--- src/rtl/lcd_pkg.sv ---
// Shared LCD timing defaults, cell codes for the colour mapper, and pipeline flag record.
package lcd_pkg;

    localparam int unsigned DEF_H_ACTIVE = 480;
    localparam int unsigned DEF_H_FP     = 2;
    localparam int unsigned DEF_H_SYNC   = 41;
    localparam int unsigned DEF_H_BP     = 2;
    localparam int unsigned DEF_V_ACTIVE = 272;
    localparam int unsigned DEF_V_FP     = 2;
    localparam int unsigned DEF_V_SYNC   = 10;
    localparam int unsigned DEF_V_BP     = 2;

    localparam logic [2:0] CODE_CELL  = 3'b000;
    localparam logic [2:0] CODE_GRID  = 3'b001;
    localparam logic [2:0] CODE_ANT   = 3'b100;
    localparam logic [2:0] CODE_BLACK = 3'b111;

    typedef struct packed {
        logic active;
        logic grid;
        logic ant;
        logic hsync;
        logic vsync;
        logic frame_start;
    } pix_flags_t;

    // Syncs idle high so the first post-reset edge cannot emit a spurious sync pulse.
    localparam pix_flags_t FLAGS_IDLE = '{active: 1'b0, grid: 1'b0, ant: 1'b0,
                                          hsync: 1'b1, vsync: 1'b1, frame_start: 1'b0};

endpackage

--- src/rtl/lcd_timing.sv ---
// Horizontal/vertical raster counters with combinational sync and active-area decode.
module lcd_timing
    import lcd_pkg::*;
#(
    parameter int unsigned H_ACTIVE = DEF_H_ACTIVE,
    parameter int unsigned H_FP     = DEF_H_FP,
    parameter int unsigned H_SYNC   = DEF_H_SYNC,
    parameter int unsigned H_BP     = DEF_H_BP,
    parameter int unsigned V_ACTIVE = DEF_V_ACTIVE,
    parameter int unsigned V_FP     = DEF_V_FP,
    parameter int unsigned V_SYNC   = DEF_V_SYNC,
    parameter int unsigned V_BP     = DEF_V_BP,
    localparam int unsigned H_TOTAL = H_ACTIVE + H_FP + H_SYNC + H_BP,
    localparam int unsigned V_TOTAL = V_ACTIVE + V_FP + V_SYNC + V_BP,
    localparam int unsigned HW      = $clog2(H_TOTAL),
    localparam int unsigned VW      = $clog2(V_TOTAL)
) (
    input  logic          clk,
    input  logic          rst,
    output logic [HW-1:0] h_cnt,
    output logic [VW-1:0] v_cnt,
    output logic          active,
    output logic          hsync,
    output logic          vsync
);

    localparam logic [HW-1:0] H_LAST     = HW'(H_TOTAL - 1);
    localparam logic [VW-1:0] V_LAST     = VW'(V_TOTAL - 1);
    localparam logic [HW-1:0] H_ACT_END  = HW'(H_ACTIVE);
    localparam logic [VW-1:0] V_ACT_END  = VW'(V_ACTIVE);
    localparam logic [HW-1:0] HS_START   = HW'(H_ACTIVE + H_FP);
    localparam logic [HW-1:0] HS_END     = HW'(H_ACTIVE + H_FP + H_SYNC);
    localparam logic [VW-1:0] VS_START   = VW'(V_ACTIVE + V_FP);
    localparam logic [VW-1:0] VS_END     = VW'(V_ACTIVE + V_FP + V_SYNC);

    always_ff @(posedge clk or posedge rst) begin
        if (rst) begin
            h_cnt <= '0;
            v_cnt <= '0;
        end else if (h_cnt == H_LAST) begin
            h_cnt <= '0;
            v_cnt <= (v_cnt == V_LAST) ? '0 : v_cnt + 1'b1;
        end else begin
            h_cnt <= h_cnt + 1'b1;
        end
    end

    always_comb begin
        active = (h_cnt < H_ACT_END) && (v_cnt < V_ACT_END);
        hsync  = !((h_cnt >= HS_START) && (h_cnt < HS_END));
        vsync  = !((v_cnt >= VS_START) && (v_cnt < VS_END));
    end

endmodule

--- src/rtl/cell_scanner.sv ---
// Raster scan source: reads the cell RAM per pixel and emits a 3-bit cell code
// with LCD syncs, all aligned two clocks after the raster counters.
module cell_scanner
    import lcd_pkg::*;
#(
    parameter int unsigned H_ACTIVE  = DEF_H_ACTIVE,
    parameter int unsigned H_FP      = DEF_H_FP,
    parameter int unsigned H_SYNC    = DEF_H_SYNC,
    parameter int unsigned H_BP      = DEF_H_BP,
    parameter int unsigned V_ACTIVE  = DEF_V_ACTIVE,
    parameter int unsigned V_FP      = DEF_V_FP,
    parameter int unsigned V_SYNC    = DEF_V_SYNC,
    parameter int unsigned V_BP      = DEF_V_BP,
    parameter int unsigned CELL_LOG2 = 3,
    parameter int unsigned GRID_W    = 60,
    parameter int unsigned GRID_H    = 34,
    parameter int unsigned ADDR_W    = 11
) (
    input  logic              clk,
    input  logic              rst,
    input  logic [5:0]        ant_x,
    input  logic [5:0]        ant_y,
    output logic [ADDR_W-1:0] cell_rd_addr,
    input  logic              cell_rd_data,
    output logic              hsync,
    output logic              vsync,
    output logic              enable,
    output logic [2:0]        icolor8,
    output logic              frame_start
);

    localparam int unsigned HW = $clog2(H_ACTIVE + H_FP + H_SYNC + H_BP);
    localparam int unsigned VW = $clog2(V_ACTIVE + V_FP + V_SYNC + V_BP);

    logic [HW-1:0]           h_cnt;
    logic [VW-1:0]           v_cnt;
    logic                    active0;
    logic                    hsync0;
    logic                    vsync0;
    logic [HW-CELL_LOG2-1:0] col;
    logic [VW-CELL_LOG2-1:0] row;
    logic [ADDR_W-1:0]       addr_next;
    logic                    in_grid;
    logic                    ant_latch;
    logic [5:0]              ant_x_q;
    logic [5:0]              ant_y_q;
    pix_flags_t              s0;
    pix_flags_t              s1;
    logic [2:0]              code_next;

    lcd_timing #(
        .H_ACTIVE (H_ACTIVE),
        .H_FP     (H_FP),
        .H_SYNC   (H_SYNC),
        .H_BP     (H_BP),
        .V_ACTIVE (V_ACTIVE),
        .V_FP     (V_FP),
        .V_SYNC   (V_SYNC),
        .V_BP     (V_BP)
    ) u_timing (
        .clk    (clk),
        .rst    (rst),
        .h_cnt  (h_cnt),
        .v_cnt  (v_cnt),
        .active (active0),
        .hsync  (hsync0),
        .vsync  (vsync0)
    );

    assign col       = h_cnt[HW-1:CELL_LOG2];
    assign row       = v_cnt[VW-1:CELL_LOG2];
    assign addr_next = ADDR_W'(32'(row) * GRID_W + 32'(col));
    assign in_grid   = (32'(row) < GRID_H) && (32'(col) < GRID_W);
    assign ant_latch = (h_cnt == '0) && (v_cnt == VW'(V_ACTIVE));

    always_comb begin
        s0             = FLAGS_IDLE;
        s0.active      = active0;
        s0.grid        = (h_cnt[CELL_LOG2-1:0] == '0) || (v_cnt[CELL_LOG2-1:0] == '0);
        s0.ant         = (32'(col) == 32'(ant_x_q)) && (32'(row) == 32'(ant_y_q));
        s0.hsync       = hsync0;
        s0.vsync       = vsync0;
        s0.frame_start = (h_cnt == '0) && (v_cnt == '0);
    end

    // Ant position only moves at the start of vertical blank so a frame never tears.
    always_ff @(posedge clk or posedge rst) begin
        if (rst) begin
            ant_x_q <= '0;
            ant_y_q <= '0;
        end else if (ant_latch) begin
            ant_x_q <= ant_x;
            ant_y_q <= ant_y;
        end
    end

    always_ff @(posedge clk or posedge rst) begin
        if (rst) begin
            s1           <= FLAGS_IDLE;
            cell_rd_addr <= '0;
        end else begin
            s1 <= s0;
            if (active0 && in_grid) begin
                cell_rd_addr <= addr_next;
            end
        end
    end

    always_comb begin
        code_next = CODE_CELL;
        if (!s1.active) begin
            code_next = CODE_BLACK;
        end else if (s1.grid) begin
            code_next = CODE_GRID;
        end else if (s1.ant) begin
            code_next = CODE_ANT;
        end else if (cell_rd_data) begin
            code_next = CODE_BLACK;
        end
    end

    always_ff @(posedge clk or posedge rst) begin
        if (rst) begin
            icolor8     <= CODE_BLACK;
            enable      <= 1'b0;
            hsync       <= 1'b1;
            vsync       <= 1'b1;
            frame_start <= 1'b0;
        end else begin
            icolor8     <= code_next;
            enable      <= s1.active;
            hsync       <= s1.hsync;
            vsync       <= s1.vsync;
            frame_start <= s1.frame_start;
        end
    end

endmodule
--- config.mk ---
export PLATFORM = sky130hd
export DESIGN_NAME = cell_scanner
export DESIGN_NICKNAME = d
export VERILOG_FILES = /design/src/rtl/lcd_pkg.sv /design/src/rtl/lcd_timing.sv /design/src/rtl/cell_scanner.sv
export SDC_FILE = /design/constraint.sdc
export NUM_CORES = 1
export LEC_CHECK = 0
export ABC_AREA = 1
export ABC_CLOCK_PERIOD_IN_PS = 3260
export CORE_ASPECT_RATIO = 0.5
export CORE_UTILIZATION = 35
export CTS_BUF_LIST = sky130_fd_sc_hd__clkbuf_2
export CTS_CLUSTER_DIAMETER = 150
export DETAILED_ROUTE_END_ITERATION = 10
export PLACE_DENSITY_LB_ADDON = 0.12
export RECOVER_POWER = 100
export REMOVE_ABC_BUFFERS = 1
export SYNTH_ARGS = -nofsm -noshare
export SYNTH_HDL_FRONTEND = slang
export SYNTH_SLANG_ARGS = --single-unit
--- constraint.sdc ---
create_clock -name clk -period 3.26 [get_ports clk]
set_input_delay 0.652 -clock clk [delete_from_list [all_inputs] [get_ports clk]]
set_output_delay 0.652 -clock clk [all_outputs]
set_load 0.005 [all_outputs]
Word level (Yosys, flattened, before mapping)
Index checks and enable logic that the tools add are counted.
Operators by class
  add/subtract/negate cells: 3
  $lt $le $gt $ge: 8
  mux-type cells: 6
  reduce and logical (&&, ||, !) cells: 15
  div/mod/pow operators: 0
  bitwise logic cells: 0
  eq/ne operators: 5
  multipliers: 1
  shift-type cells: 0
Operators by type and width (count)
  == test 9 bit (second input constant): 2
  less-than comparator 9 bit (second input constant): 2
  2-to-1 mux 3 bit: 4
  adder 11 x 7 -> 11 bit: 1
  adder 10 x 1 -> 10 bit (second input constant): 1
  == test 10 bit (second input constant): 1
  greater-or-equal comparator 10 x 9 -> 1 bit (second input constant): 1
  zero test 10 bit: 1
  less-than comparator 10 bit (second input constant): 1
  less-than comparator 10 x 9 -> 1 bit (second input constant): 1
  2-to-1 mux 10 bit: 1
  adder 9 x 1 -> 9 bit (second input constant): 1
  greater-or-equal comparator 9 bit (second input constant): 1
  zero test 9 bit: 1
  multiplier 6 x 4 -> 9 bit (second input constant): 1
  2-to-1 mux 9 bit: 1
  logical AND 1 bit: 8
  == test 7 x 6 -> 1 bit: 1
  less-than comparator 7 x 6 -> 1 bit (second input constant): 1
  == test 6 bit: 1
  zero test 3 bit: 2
  less-than comparator 6 bit (second input constant): 1
  zero test 1 bit: 2
  logical OR 1 bit: 1
Word-level totals
  logic and storage cells: 54
  latch bits: 0
  output and inout port bits: 18
  input port bits: 15
  memories kept: 0
  register bits: 55
  memory bits (writable): 0
  ROM bits: 0

Logic depth before layout (Yosys ltp)
  depth in word-level cells: 4
  gate-level depth with buffers: 17

Modules after synthesis
Synthesis repeated with hierarchy kept, for this count alone.
Unflattened totals
  cell total of the unflattened synthesis: 468
  area total of the unflattened synthesis: 3729.8 um2
Modules (own cells, without submodules)
  cell_scanner: instances 1, area each 2544.9 um2, cells each 299, sequential area each 909.6 um2
  lcd_timing: instances 1, area each 1184.9 um2, cells each 169, sequential area each 475.5 um2

Worst setup path before layout
No wires, ideal clock.
  path type: reg2reg
  start point: reg u_timing.v_cnt[6]
  end point: reg cell_rd_addr[9]
  slack: 0.030 ns
  arrival time: 3.113 ns
  data required time: 3.143 ns
  buffers on the path: 0
  setup time: 0.117 ns
  stages on the path, launching flop included: 13
  clock period less this slack: 3.230 ns
  cell sequence: dfrtp_1 > inv_1 > fa_1 > fa_1 > inv_1 > ha_1 > xnor2_1 > ha_1 > nand2_1 > o211ai_1 > nand4_1 > nand3_1 > nand2_1
Between the ends
  word-level cells in the longest chain between the ends: 3
  elaborated cells on any way between the ends: 7
RTL lines
  start: declaration: RTL line lcd_timing.sv:21  | output logic [VW-1:0] v_cnt,
  start signal: assignment: RTL line lcd_timing.sv:42  | v_cnt <= (v_cnt == V_LAST) ? '0 : v_cnt + 1'b1;
  branches (longest 3 deep; another with adder 11 x 7 -> 11 bit)
  end signal: assignment: RTL line cell_scanner.sv:104  | cell_rd_addr <= addr_next;
  end: declaration: RTL line cell_scanner.sv:23  | output logic [ADDR_W-1:0] cell_rd_addr,
Parallel ways; which one is timed is not known.
A chain may end at the register's enable or synchronous reset.

Worst setup path in the final report
  start point: reg u_timing.v_cnt[3]
  end point: reg cell_rd_addr[9]
Same word-level chain as after synthesis.

==> results.toml <==
[worst_setup_path]
cp-endpoint = "cell_rd_addr[9]"
start_kind = "flop"
endpoint_kind = "flop"
r2r-end = "cell_rd_addr[9]"
critPathMaxFanout = 4
worst_ep_required_time_ns = 3.71
worstRegToRegCells = 12
critPathArrivalTime_ns = 3.58
reg2reg_slack_ns = 0.13
cp-startpoint = "u_timing.v_cnt[3]"
r2r_start = "u_timing.v_cnt[3]"
setup.worst_path.class = "reg -> reg"

[floorplanning]
die_w_um = 145
initial_core_util_pct = 36.9
row_count = 25
core_um2 = 9670
die-area_um2 = 10600
io_pins = 33
die_y_um = 73.4

[global_route]
use_met1_pct = 22.6
grt_busiest_layer = "met1"
grt-ovfl-total = 0
met2_usage_pct = 22.0
grt_pass1_vias = 2513
grt_max_degree = 56
grt_pass1_wl_um = 12200
grt_usage_pct = 15.1
grt_antenna_before_repair = 0
use_met3_pct = 3.59

[sta]
grt_setup_unrepaired = "true"
finalSetupViolCount = 0
period_minus_slack_ns = 3.13
period_share_pct = 96.2
fin_skew_ns = 0.0216
maxSlewViolCount = 0
fmax_ghz = 0.319
maxSlewHeadroom_pct = 7.86
worstMarginPinSlew_ns = 1.38
hold_slack_ns = 0.377
finalHoldViolCount = 0
timing.final.ws_setup_ns = 0.125

[power]
ir_worst_vdd_mv = 0.125
p_per_area_nw_per_um2 = 252
power_leakage_uw = 0.00206
power_uw = 1020

[outcome]
status = "finished, final reports clean"

[clocking]
cts_buffers = 5
cts.path.max_buffers = 2
cts_tree = "done"
post-cts-setup-buffer-count = 0
clkSinkCount = 55
cts_root_buffer = "clkbuf_2"
path_clk_slew_ns = 0.29
clock_latency_ns = 0.47
postCtsHoldBufs = 0
htree_levels = 2
cts_resized = 0

[route]
antenna_left = 0
avgRoutedWirePerCell_um = 12.4
viasPerCell = 4.48
drc = 0
finalWirelength_um = 7100
dr.pass1.iters = 4
vias = 2571
first_iter_violations = 142

[placement]
io_buffers = 32
pre_cts_ws_ns = 0.0843
gp_congestion = 0.786
detailed_place.area_um2 = 4090
dp_hpwl_um = 5500
placedCellCount = 566

[final_layout]
design_area_um2 = 4060
syn_to_final_growth_pct = 13.7
layout.nets = 495
antenna_cells = 0
drive_above_1_share_pct = 9.11
layout.cells.non_filler = 574

[synthesis]
synth-seq-cells = 55
netlist_area_um2 = 3570
yosysWarnings = 0
seq_area_frac_synth_pct = 38.8
netlist_instances = 394
avgSynthCellArea_um2 = 9.06
ys_types = 36

[hold_path]
min_path_type = "reg -> reg"

[run]
drv_cap = 0
## where the power goes
group          switching (µW)  total (µW)  internal (µW)  leakage (µW)
Sequential               5.43         698            692      0.000676
Combinational            20.0        43.0           22.9       0.00135
Clock                     227         284           57.0     0.0000310
Total                     252        1020            772       0.00206
## cells in the mapped netlist, drive strengths merged
| cell | number | area [µm²] |
|---|---|---|
| nand2 | 78 | 295 |
| inv | 65 | 246 |
| dfrtp | 48 | 1200 |
| nand3 | 35 | 198 |
| ha | 32 | 400 |
| nor2 | 32 | 143 |
| o21ai | 16 | 80.1 |
| xor2 | 14 | 123 |
| mux2 | 12 | 173 |
| fa | 10 | 200 |
| nand4 | 10 | 77.6 |
| a21oi | 8 | 40.0 |
| dfstp | 7 | 184 |
| xnor2 | 7 | 61.3 |
| nor3 | 5 | 25.0 |
| buf | 3 | 30.0 |
| o211ai | 3 | 22.5 |
| nor3b | 2 | 20.0 |
| nor4 | 2 | 12.5 |
| nand3b | 1 | 7.51 |
| o21a | 1 | 7.51 |
| o21bai | 1 | 7.51 |
| o32ai | 1 | 8.76 |
| or2 | 1 | 6.26 |
## cells by family (layout without fill, tap and decap cells)
family,Yosys count,count (layout),synth area share [%]
compound gates,30,30,4.66
flops,55,55,38.8
xor+xnor,21,21,5.15
simple gates,166,166,22.0
fa+ha+maj,42,42,16.8
mux,12,12,4.84
buf+inv,68,113,7.75
## layout by cell type (no fill, tap or decap), types with 2 or more instances in the layout
| master | n |
|---|---|
| mux2_1 | 9 |
| nor2_1 | 28 |
| o21ai_0 | 13 |
| fa_1 | 10 |
| mux2_2 | 2 |
| buf_4 | 6 |
| inv_2 | 6 |
| dfrtp_1 | 48 |
| nand4_1 | 10 |
| a21oi_1 | 8 |
| dfstp_2 | 7 |
| xnor2_1 | 7 |
| clkdlybuf4s50_1 | 12 |
| nor4_1 | 2 |
| nand2_1 | 77 |
| xor2_1 | 14 |
| clkinv_1 | 2 |
| nor2_2 | 3 |
| o211ai_1 | 3 |
| o21ai_1 | 3 |
| dlygate4sd3_1 | 20 |
| inv_1 | 57 |
| nor3_1 | 5 |
| clkbuf_2 | 7 |
| nand3_1 | 34 |
| nor3b_1 | 2 |
| ha_1 | 30 |
## flip-flops by register name (all words and copies together), names as in the netlist
name	count
cell_rd_addr	11
u_timing.h_cnt	10
u_timing.v_cnt	9
ant_x_q	6
ant_y_q	6
s1	6
icolor8	3
enable	1
frame_start	1
hsync	1
vsync	1
## per-stage QoR
step                      utilization [%]  TNS [ns]
after floorplan                         -         0
after global placement               42.3         0
after detailed placement             42.3         0
after CTS                            42.7         0
after global routing                 42.0   -0.0190
final                                42.0         0
## critical path: stages, from the launching register on
cell	delay [ns]
dfrtp_1	0.46
fa_1	0.56
inv_1	0.06
fa_1	0.47
fa_1	0.41
xnor2_1	0.14
ha_1	0.33
nand2_1	0.08
o211ai_1	0.29
nand3_1	0.11
nand2_1	0.07
nand3_1	0.08
nand2_1	0.07
## worst min-delay path by stage
stage / endpoint / slack (ns) / start / cells after the start
6_report: hsync / 0.38 / s1[2] / 0
3_3_place_gp: frame_start / 0.34 / s1[0] / 0
4_1_cts: hsync / 0.38 / s1[2] / 0
2_1_floorplan: frame_start / 0.33 / s1[0] / 0
5_1_grt: hsync / 0.38 / s1[2] / 0
3_5_place_dp: frame_start / 0.34 / s1[0] / 0
## area by class of cell
type	count	area (µm²)
Timing Repair Buffer	40	374
Sequential cell	55	1390
Multi-Input combinational cell	271	1840
Fill cell	980	5610
Clock inverter	2	12.5
Tap cell	135	169
Inverter	65	245
Clock buffer	6	30.0
## per-layer routing
metal  up-vias  wire length (µm)
met5         -                 0
met4         0                47
met3         4               216
met2        35              2750
met1      1185              4090
li1       1347                 -
(Power assumes the default switching activity.)
